### config.mk
export PLATFORM = sky130hd
export DESIGN_NAME = cpu_seq
export DESIGN_NICKNAME = d
export VERILOG_FILES = /design/src/rtl/cpu_pkg.sv /design/src/rtl/seq_wait_timer.sv /design/src/rtl/cpu_seq.sv
export SDC_FILE = /design/constraint.sdc
export NUM_CORES = 1
export LEC_CHECK = 0
export ABC_AREA = 1
export ABC_CLOCK_PERIOD_IN_PS = 4750
export BUFFER_PORTS_ARGS = -buffer_cell sky130_fd_sc_hd__buf_4
export CORE_ASPECT_RATIO = 0.75
export CORE_MARGIN = 3
export CORE_UTILIZATION = 30
export CTS_CLUSTER_DIAMETER = 150
export DETAILED_ROUTE_END_ITERATION = 7
export GPL_TIMING_DRIVEN = 0
export PLACE_DENSITY = 0.51
export SYNTH_ARGS = -nofsm -noshare
export SYNTH_HDL_FRONTEND = slang
export SYNTH_SLANG_ARGS = --single-unit
### constraint.sdc
create_clock -name CLK100MHZ -period 4.75 [get_ports CLK100MHZ]
set_input_delay 0.7125 -clock CLK100MHZ [delete_from_list [all_inputs] [get_ports CLK100MHZ]]
set_output_delay 0.7125 -clock CLK100MHZ [all_outputs]
set_load 0.01 [all_outputs]
### src/rtl/cpu_pkg.sv
// Shared encodings for the multicycle control sequencer.
// State, trap-cause and NOP constants used by the core and the bench.
package cpu_pkg;

    typedef enum logic [2:0] {
        ST_FETCH  = 3'd0,
        ST_DECODE = 3'd1,
        ST_EXEC   = 3'd2,
        ST_MEM    = 3'd3,
        ST_WB     = 3'd4,
        ST_TRAP   = 3'd5,
        ST_HALT   = 3'd6
    } seq_state_t;

    typedef enum logic [1:0] {
        CAUSE_ILLEGAL  = 2'd0,
        CAUSE_MISALIGN = 2'd1,
        CAUSE_FETCH_TO = 2'd2,
        CAUSE_DATA_TO  = 2'd3
    } trap_cause_t;

    localparam logic [31:0] NOP = 32'h0000_0013;

    // States that hold a req up and may time out
    function automatic logic is_wait_state(input seq_state_t s);
        return (s == ST_FETCH) || (s == ST_MEM);
    endfunction

endpackage

### src/rtl/seq_wait_timer.sv
// Bus-wait watchdog shared by the fetch and data handshakes.
// TIMEOUT of zero disables expiry so a req may wait forever.
module seq_wait_timer #(
    parameter int TIMEOUT = 255
) (
    input  logic CLK100MHZ,
    input  logic clear,
    input  logic run,
    output logic expired
);

    localparam int CW = (TIMEOUT > 1) ? $clog2(TIMEOUT + 1) : 1;
    localparam logic [CW-1:0] LIMIT = CW'(TIMEOUT);

    logic [CW-1:0] cnt;

    always_ff @(posedge CLK100MHZ) begin
        if (clear) begin
            cnt <= '0;
        end else if (run && !expired) begin
            cnt <= cnt + CW'(1);
        end
    end

    assign expired = (TIMEOUT != 0) && (cnt == LIMIT);

endmodule

### src/rtl/cpu_seq.sv
// Multicycle FETCH/DECODE/EXEC/MEM/WB sequencer for the RV32I core.
// Owns the PC, handles req/ack memory waits, traps, debug halt, instret.
module cpu_seq
    import cpu_pkg::*;
#(
    parameter int XLEN = 32,
    parameter logic [XLEN-1:0] RESET_VECTOR = 'h0000_0000,
    parameter logic [XLEN-1:0] TRAP_VECTOR = 'h0000_0010,
    parameter int TIMEOUT = 255,
    parameter int CNT_W = 32
) (
    input  logic             CLK100MHZ,
    input  logic             reset,
    output logic             imem_req,
    input  logic             imem_ack,
    input  logic [XLEN-1:0]  imem_rdata,
    output logic [XLEN-1:0]  instr,
    input  logic             dec_illegal,
    input  logic             dec_is_mem,
    input  logic             dec_rd_en,
    input  logic             exec_taken,
    input  logic [XLEN-1:0]  exec_target,
    output logic             dmem_req,
    input  logic             dmem_ack,
    output logic             rf_we,
    output logic [XLEN-1:0]  pc,
    output logic [2:0]       state,
    input  logic             halt_req,
    output logic             halted,
    output logic             trap,
    output logic [1:0]       trap_cause,
    output logic [XLEN-1:0]  mepc,
    output logic [CNT_W-1:0] instret
);

    seq_state_t  st;
    trap_cause_t cause_q;
    logic [XLEN-1:0] next_pc;
    logic wait_clear;
    logic wait_run;
    logic wait_expired;

    // Counter stays cleared outside the wait states, so it reads zero on entry
    assign wait_clear = reset || !is_wait_state(st);
    assign wait_run   = ((st == ST_FETCH) && !imem_ack) ||
                        ((st == ST_MEM) && !dmem_ack);

    seq_wait_timer #(
        .TIMEOUT (TIMEOUT)
    ) u_wait (
        .CLK100MHZ (CLK100MHZ),
        .clear     (wait_clear),
        .run       (wait_run),
        .expired   (wait_expired)
    );

    always_ff @(posedge CLK100MHZ) begin
        if (reset) begin
            st      <= ST_FETCH;
            pc      <= RESET_VECTOR;
            next_pc <= RESET_VECTOR;
            instr   <= XLEN'(NOP);
            cause_q <= CAUSE_ILLEGAL;
            mepc    <= '0;
            instret <= '0;
        end else begin
            unique case (st)
                ST_FETCH: begin
                    // Ack beats a coincident expiry
                    if (imem_ack) begin
                        instr <= imem_rdata;
                        st    <= ST_DECODE;
                    end else if (wait_expired) begin
                        cause_q <= CAUSE_FETCH_TO;
                        st      <= ST_TRAP;
                    end
                end
                ST_DECODE: begin
                    if (dec_illegal) begin
                        cause_q <= CAUSE_ILLEGAL;
                        st      <= ST_TRAP;
                    end else begin
                        st <= ST_EXEC;
                    end
                end
                ST_EXEC: begin
                    next_pc <= exec_taken ? exec_target
                                          : pc + XLEN'(4);
                    if (exec_taken && (exec_target[1:0] != 2'b00)) begin
                        cause_q <= CAUSE_MISALIGN;
                        st      <= ST_TRAP;
                    end else if (dec_is_mem) begin
                        st <= ST_MEM;
                    end else begin
                        st <= ST_WB;
                    end
                end
                ST_MEM: begin
                    if (dmem_ack) begin
                        st <= ST_WB;
                    end else if (wait_expired) begin
                        cause_q <= CAUSE_DATA_TO;
                        st      <= ST_TRAP;
                    end
                end
                ST_WB: begin
                    pc      <= next_pc;
                    instret <= instret + CNT_W'(1);
                    st      <= halt_req ? ST_HALT : ST_FETCH;
                end
                ST_TRAP: begin
                    mepc <= pc;
                    pc   <= TRAP_VECTOR;
                    st   <= halt_req ? ST_HALT : ST_FETCH;
                end
                ST_HALT: begin
                    if (!halt_req) begin
                        st <= ST_FETCH;
                    end
                end
                default: begin
                    st <= ST_FETCH;
                end
            endcase
        end
    end

    // Strobes decode straight from the state register
    assign imem_req   = (st == ST_FETCH) && !reset;
    assign dmem_req   = (st == ST_MEM) && !reset;
    assign rf_we      = (st == ST_WB) && dec_rd_en;
    assign trap       = (st == ST_TRAP);
    assign halted     = (st == ST_HALT);
    assign trap_cause = cause_q;
    assign state      = st;

endmodule
* Word-level counts from Yosys, hierarchy flattened
Index checks and enable logic that the tools add are counted.
** Word-level totals
- Output and inout bits :: 138
- Word-level logic and storage cells :: 65
- Input port bits :: 73
- Register bits after elaboration :: 173
** Cells by class
- Muxes and demuxes :: 18
- Add/sub/neg operators :: 3
- Reductions and logical operators :: 22
- Equal/unequal tests :: 14
** Operators by type and width (count)
- 32-bit one-hot mux with 2 select lines :: 1
- 32-bit by 1-bit adder with 32-bit output, second input constant :: 1
- 32-bit by 3-bit adder with 32-bit output, second input constant :: 1
- 32-bit two-way mux :: 1
- 3-bit two-way mux :: 8
- 3-bit one-hot mux with 6 select lines :: 1
- 2-bit two-way mux :: 6
- 2-bit != test, second input constant :: 5
- 3-bit == test, second input constant :: 3
- 8-bit by 1-bit adder with 8-bit output, second input constant :: 1
- 8-bit == test, second input constant :: 1
- 2-bit one-hot mux with 4 select lines :: 1
- 1-bit logical AND :: 7
- 7-bit AND reduction :: 1
- 3-bit by 2-bit == test with 1-bit output, second input constant :: 2
- 1-bit zero test :: 5
- 2-bit by 1-bit != test with 1-bit output, second input constant :: 2
- 2-bit nonzero test :: 2
- 4-bit nonzero test :: 1
- 3-bit by 1-bit == test with 1-bit output, second input constant :: 1
- 3-bit zero test :: 1
- 1-bit logical OR :: 3
- 2-bit AND reduction :: 1
- 2-bit OR reduction :: 1

* Depth between registers and ports, before layout
- Word-level depth :: 4
- Gate-level depth with buffers :: 11

* Hierarchy
A second synthesis with hierarchy kept.
** Second synthesis, totals
- Cells, all modules :: 1181
- Area total of the unflattened synthesis :: 7995.2 sq um
** By module, submodules not included
- cpu_seq :: area each 7522.2 sq um, seq. area each 3303.2 sq um, times used 1, cells each 1107
- seq_wait_timer :: area each 473.0 sq um, seq. area each 160.2 sq um, times used 1, cells each 74

* Worst setup path before layout
No wires, ideal clock.
- Path kind :: in2out
- From :: in reset
- To :: out dmem_req
- Cell stages on the path :: 3
- Arrival :: 1362 ps
- Setup slack :: 2676 ps
- Path buffers :: 2
- Data required time :: 4038 ps
- Cells stage by stage :: clkbuf_1 -> clkbuf_1 -> nor2_1
** On the way
- Longest elaborated chain between the ends :: 2
** Ends and longest elaborated chain
- start: declaration :: line cpu_seq.sv:13 : input logic reset,
- 1-bit zero test :: line cpu_seq.sv:130 : assign dmem_req = (st == ST_MEM) && !reset;
- 1-bit logical AND :: line cpu_seq.sv:130
- end: declaration :: line cpu_seq.sv:23 : output logic dmem_req,
Every way passes these cells.

* Final worst setup path
- From :: in reset
- To :: out imem_req
** On the way
- Longest elaborated chain between the ends :: 2
** Ends and longest elaborated chain
- 1-bit zero test :: line cpu_seq.sv:129 : assign imem_req = (st == ST_FETCH) && !reset;
- 1-bit logical AND :: line cpu_seq.sv:129
- end: declaration :: line cpu_seq.sv:14 : output logic imem_req,
Every way passes these cells.

==> metrics.md <==
| Metric | Value |
|---|---|
| Max Root-Sink Buffers | `2` |
| Die height | `roughly 150 µm` |
| Peak supply drop | `around 0.27 mV` |
| First-pass GRT wire length | `46.4 mm` |
| Netlist cell types | `37` |
| Final hold vios | `0` |
| Post-DP HPWL | `roughly 24 mm` |
| Layout Nets | `about 1500` |
| Status | `complete, no violations` |
| CP Data Required Time | `4040 ps` |
| Initial Util | `30.8%` |
| Area growth, synth to finish | `32.7%` |
| Antenna violations before repair | `0` |
| IO Port Bufs | `210` |
| Setup TNS | `0 ps` |
| Min cycle time layout | `2830 ps` |
| Sequential area share after synthesis | `around 43%` |
| Rows | `a little over 50` |
| Vias in the first global route | `around 7800` |
| Clock sinks | `between 150 and 200` |
| Pin count of the biggest net entering global routing | `17` |
| Largest family of logic cells by synthesized area | `simple AND/OR/NAND/NOR gates` |
| Critical Path Sink Type | `primary output` |
| Met2 Routed Length | `11.8 mm` |
| HP Start | `next_pc[1]` |
| Tightest Pin Transition | `~770 ps` |
| GR Overflow Total | `0` |
| Setup slack, reg-to-reg | `2650 ps` |
| Via Count | `8668` |
| Leak | `around 0.0043 µW` |
| Total power | `between 4000 and 5000 µW` |
| Drt via density | `roughly 4.8` |
| Layout cells sized above 1 | `20.0%` |
| Detailed Route WL | `between 30 and 40 mm` |
| Worst Hold Path Cells | `2` |
| Remaining DRCs | `0` |
| Register Area | `3460 µm²` |
| Fmax | `~350 MHz` |
| Critical R2R Launch | `pc[3]` |
| Synth Warn # | `0` |
| Critical path peak fanout | `10` |
| WL per Instance | `between 15 and 20 µm` |
| Pwr Density | `a little over 400 nW/µm²` |
| CTS Buf Count | `17` |
| Worst r2r dst | `next_pc[16]` |
| Xor and xnor fraction of the mapped netlist area | `under 10%` |
| Metal1 wirelength | `roughly 16 mm` |
| Post-Syn Area | `between 8000 and 9000 µm²` |
| I/O Pins | `about 210` |
| Synth Area per Inst | `approximately 6.7 µm²` |
| Cts hold-fix bufs | `0` |
| CTS H-tree depth | `4` |
| Final worst-path cycle share | `59.6%` |
| R2r worst-path depth | `8` |
| Unrepaired setup endpoints after global routing | `false` |
| Placeable Area | `around 26000 µm²` |
| Root Driver | `clkbuf_16` |
| Met3 routed WL | `around 2.7 mm` |
| CTS tree | `yes` |
| Final setup fails | `0` |
| Routability Congestion | `between 0.9 and 1` |
| Filler Cell Count | `2811` |
| Relative slew slack | `about 50%` |
| Final hold slack | `459 ps` |
| DRT iter0 DRCs | `685` |
| Top sig layer | `met4` |
| Multi-input gate area | `a little over 4000 µm²` |
| Gate Count Post-Synth | `1210` |
| Synth Net Count | `between 1000 and 1500` |
| Mux contribution to synthesized area | `0%` |
| Final ANT Viol Nets | `0` |
| Slew Viols, Final | `0` |
| Min-Delay Path Class | `reg2reg` |
| First drt pass iteration count | `5` |
| Final Skew | `between 10 and 15 ps` |
| CP arrival | `roughly 2100 ps` |
| Gates resized, CTS repair | `0` |
| CP Launch Type | `input port` |
| CP Class | `in2out` |
| Worst-path clk slew | `80 ps` |
| Worst skew pair latency | `440 ps` |
| Adder-Cell Fraction of Synth Area | `less than 1%` |
| Total GRT Usage | `between 20% and 30%` |
| Synthesized flop and latch total | `around 170` |
| Die Wd | `~200 µm` |
| Post-synthesis simple-gate area fraction | `around a third` |
| Hold path endpoint | `pc[1]` |
| Max-cap viol count | `0` |
| Die area | `29000 µm²` |
| Post-CTS setup buffers | `0` |
| Compound-cell area share of the yosys netlist | `about 15%` |
worst max-delay path, stage by stage:
cell and delay, ps:
buf_4 80, clkbuf_1 430, clkbuf_1 580, nor2_1 130, buf_4 170
power by group:
group | switching [µW] | total (µW) | internal (µW) | leakage [µW]
logic | 742 | 1160 | 416 | 0.00256
clock network | 651 | 1520 | 869 | 0.000299
registers | 136 | 1770 | 1630 | 0.00140
worst max path at each step:
stage	startpoint	to	slack [ps]	cells past startpoint
2_1_floorplan	reset	dmem_req	2680	3
3_3_place_gp	reset	imem_req	1880	5
3_5_place_dp	reset	imem_req	1860	5
4_1_cts	reset	imem_req	1850	5
5_1_grt	reset	imem_req	1780	5
6_report	reset	imem_req	1920	5
state kept, by name (all words and copies together), names as in the netlist:
register	cells
instr	32
instret	32
mepc	32
next_pc	32
pc	32
u_wait.cnt	8
state	3
trap_cause	2
per-stage QoR:
stage / area [µm²] / utilization (%) / worst slack, ps / std cells
after CTS: 10700 / 40.9 / 1850 / 1796
final: 10700 / 40.9 / 1920 / 1797
after global routing: 10700 / 40.9 / 1780 / 1796
after floorplan: 8080 / - / 2680 / 1210
after detailed placement: 10100 / 38.5 / 1860 / 1764
after global placement: 10100 / 38.5 / 1880 / 1764
synthesized netlist by cell type, drive strengths merged:
cell,number,area share [%]
a211oi,1,0.093
a21o,1,0.093
a21oi,169,10
a31oi,6,0.46
a41oi,1,0.11
and3,1,0.077
buf,19,1.1
clkbuf,32,1.5
clkinv,1,0.062
dfxtp,173,43
ha,3,0.46
inv,71,3.3
nand2,419,20
nand3,53,3.5
nand3b,10,0.93
nand4,12,0.93
nor2,149,7.8
nor3,10,0.62
o211ai,2,0.19
o21a,3,0.28
o21ai,56,3.5
o21ba,1,0.12
o21bai,2,0.19
or2,4,0.31
xnor2,3,0.33
xor2,8,0.87
logic make-up after synthesis:
family | after synthesis
DFF | 173
adders and majority gates | 3
AOI/OAI and AO/OA | 242
xor gates and xnor gates | 11
buffers and inverters | 123
and+or+nand+nor | 658
area by class of cell:
cell class	instances	area share (%)
antenna	1	0.0233
buffer	51	1.95
clock buffer	19	4.23
clock inverter	13	1.65
inverter	72	2.56
multi-input combinational	914	38.6
sequential	173	32.3
tap	344	4.02
timing repair buffer	210	14.7
layer usage:
layer | vias to the layer above | track usage, %
li1 | 4376 | -
met2 | 325 | 27.7
met5 | - | 0
met3 | 21 | 6.39
met1 | 3946 | 32.3
met4 | 0 | 4.38
placed cells by master, fill, tap and decap left out, types with 12 or more instances in the layout:
master | Yosys | layout
nor2_1 | 137 | 137
nand4_1 | 12 | 12
buf_2 | 14 | 14
nand2_1 | 410 | 410
buf_4 | 0 | 210
inv_1 | 66 | 66
a21oi_1 | 169 | 169
o21ai_0 | 53 | 53
clkbuf_16 | 0 | 17
clkbuf_1 | 32 | 32
dfxtp_1 | 173 | 173
nand3_1 | 50 | 50
(Power assumes the default switching activity.)
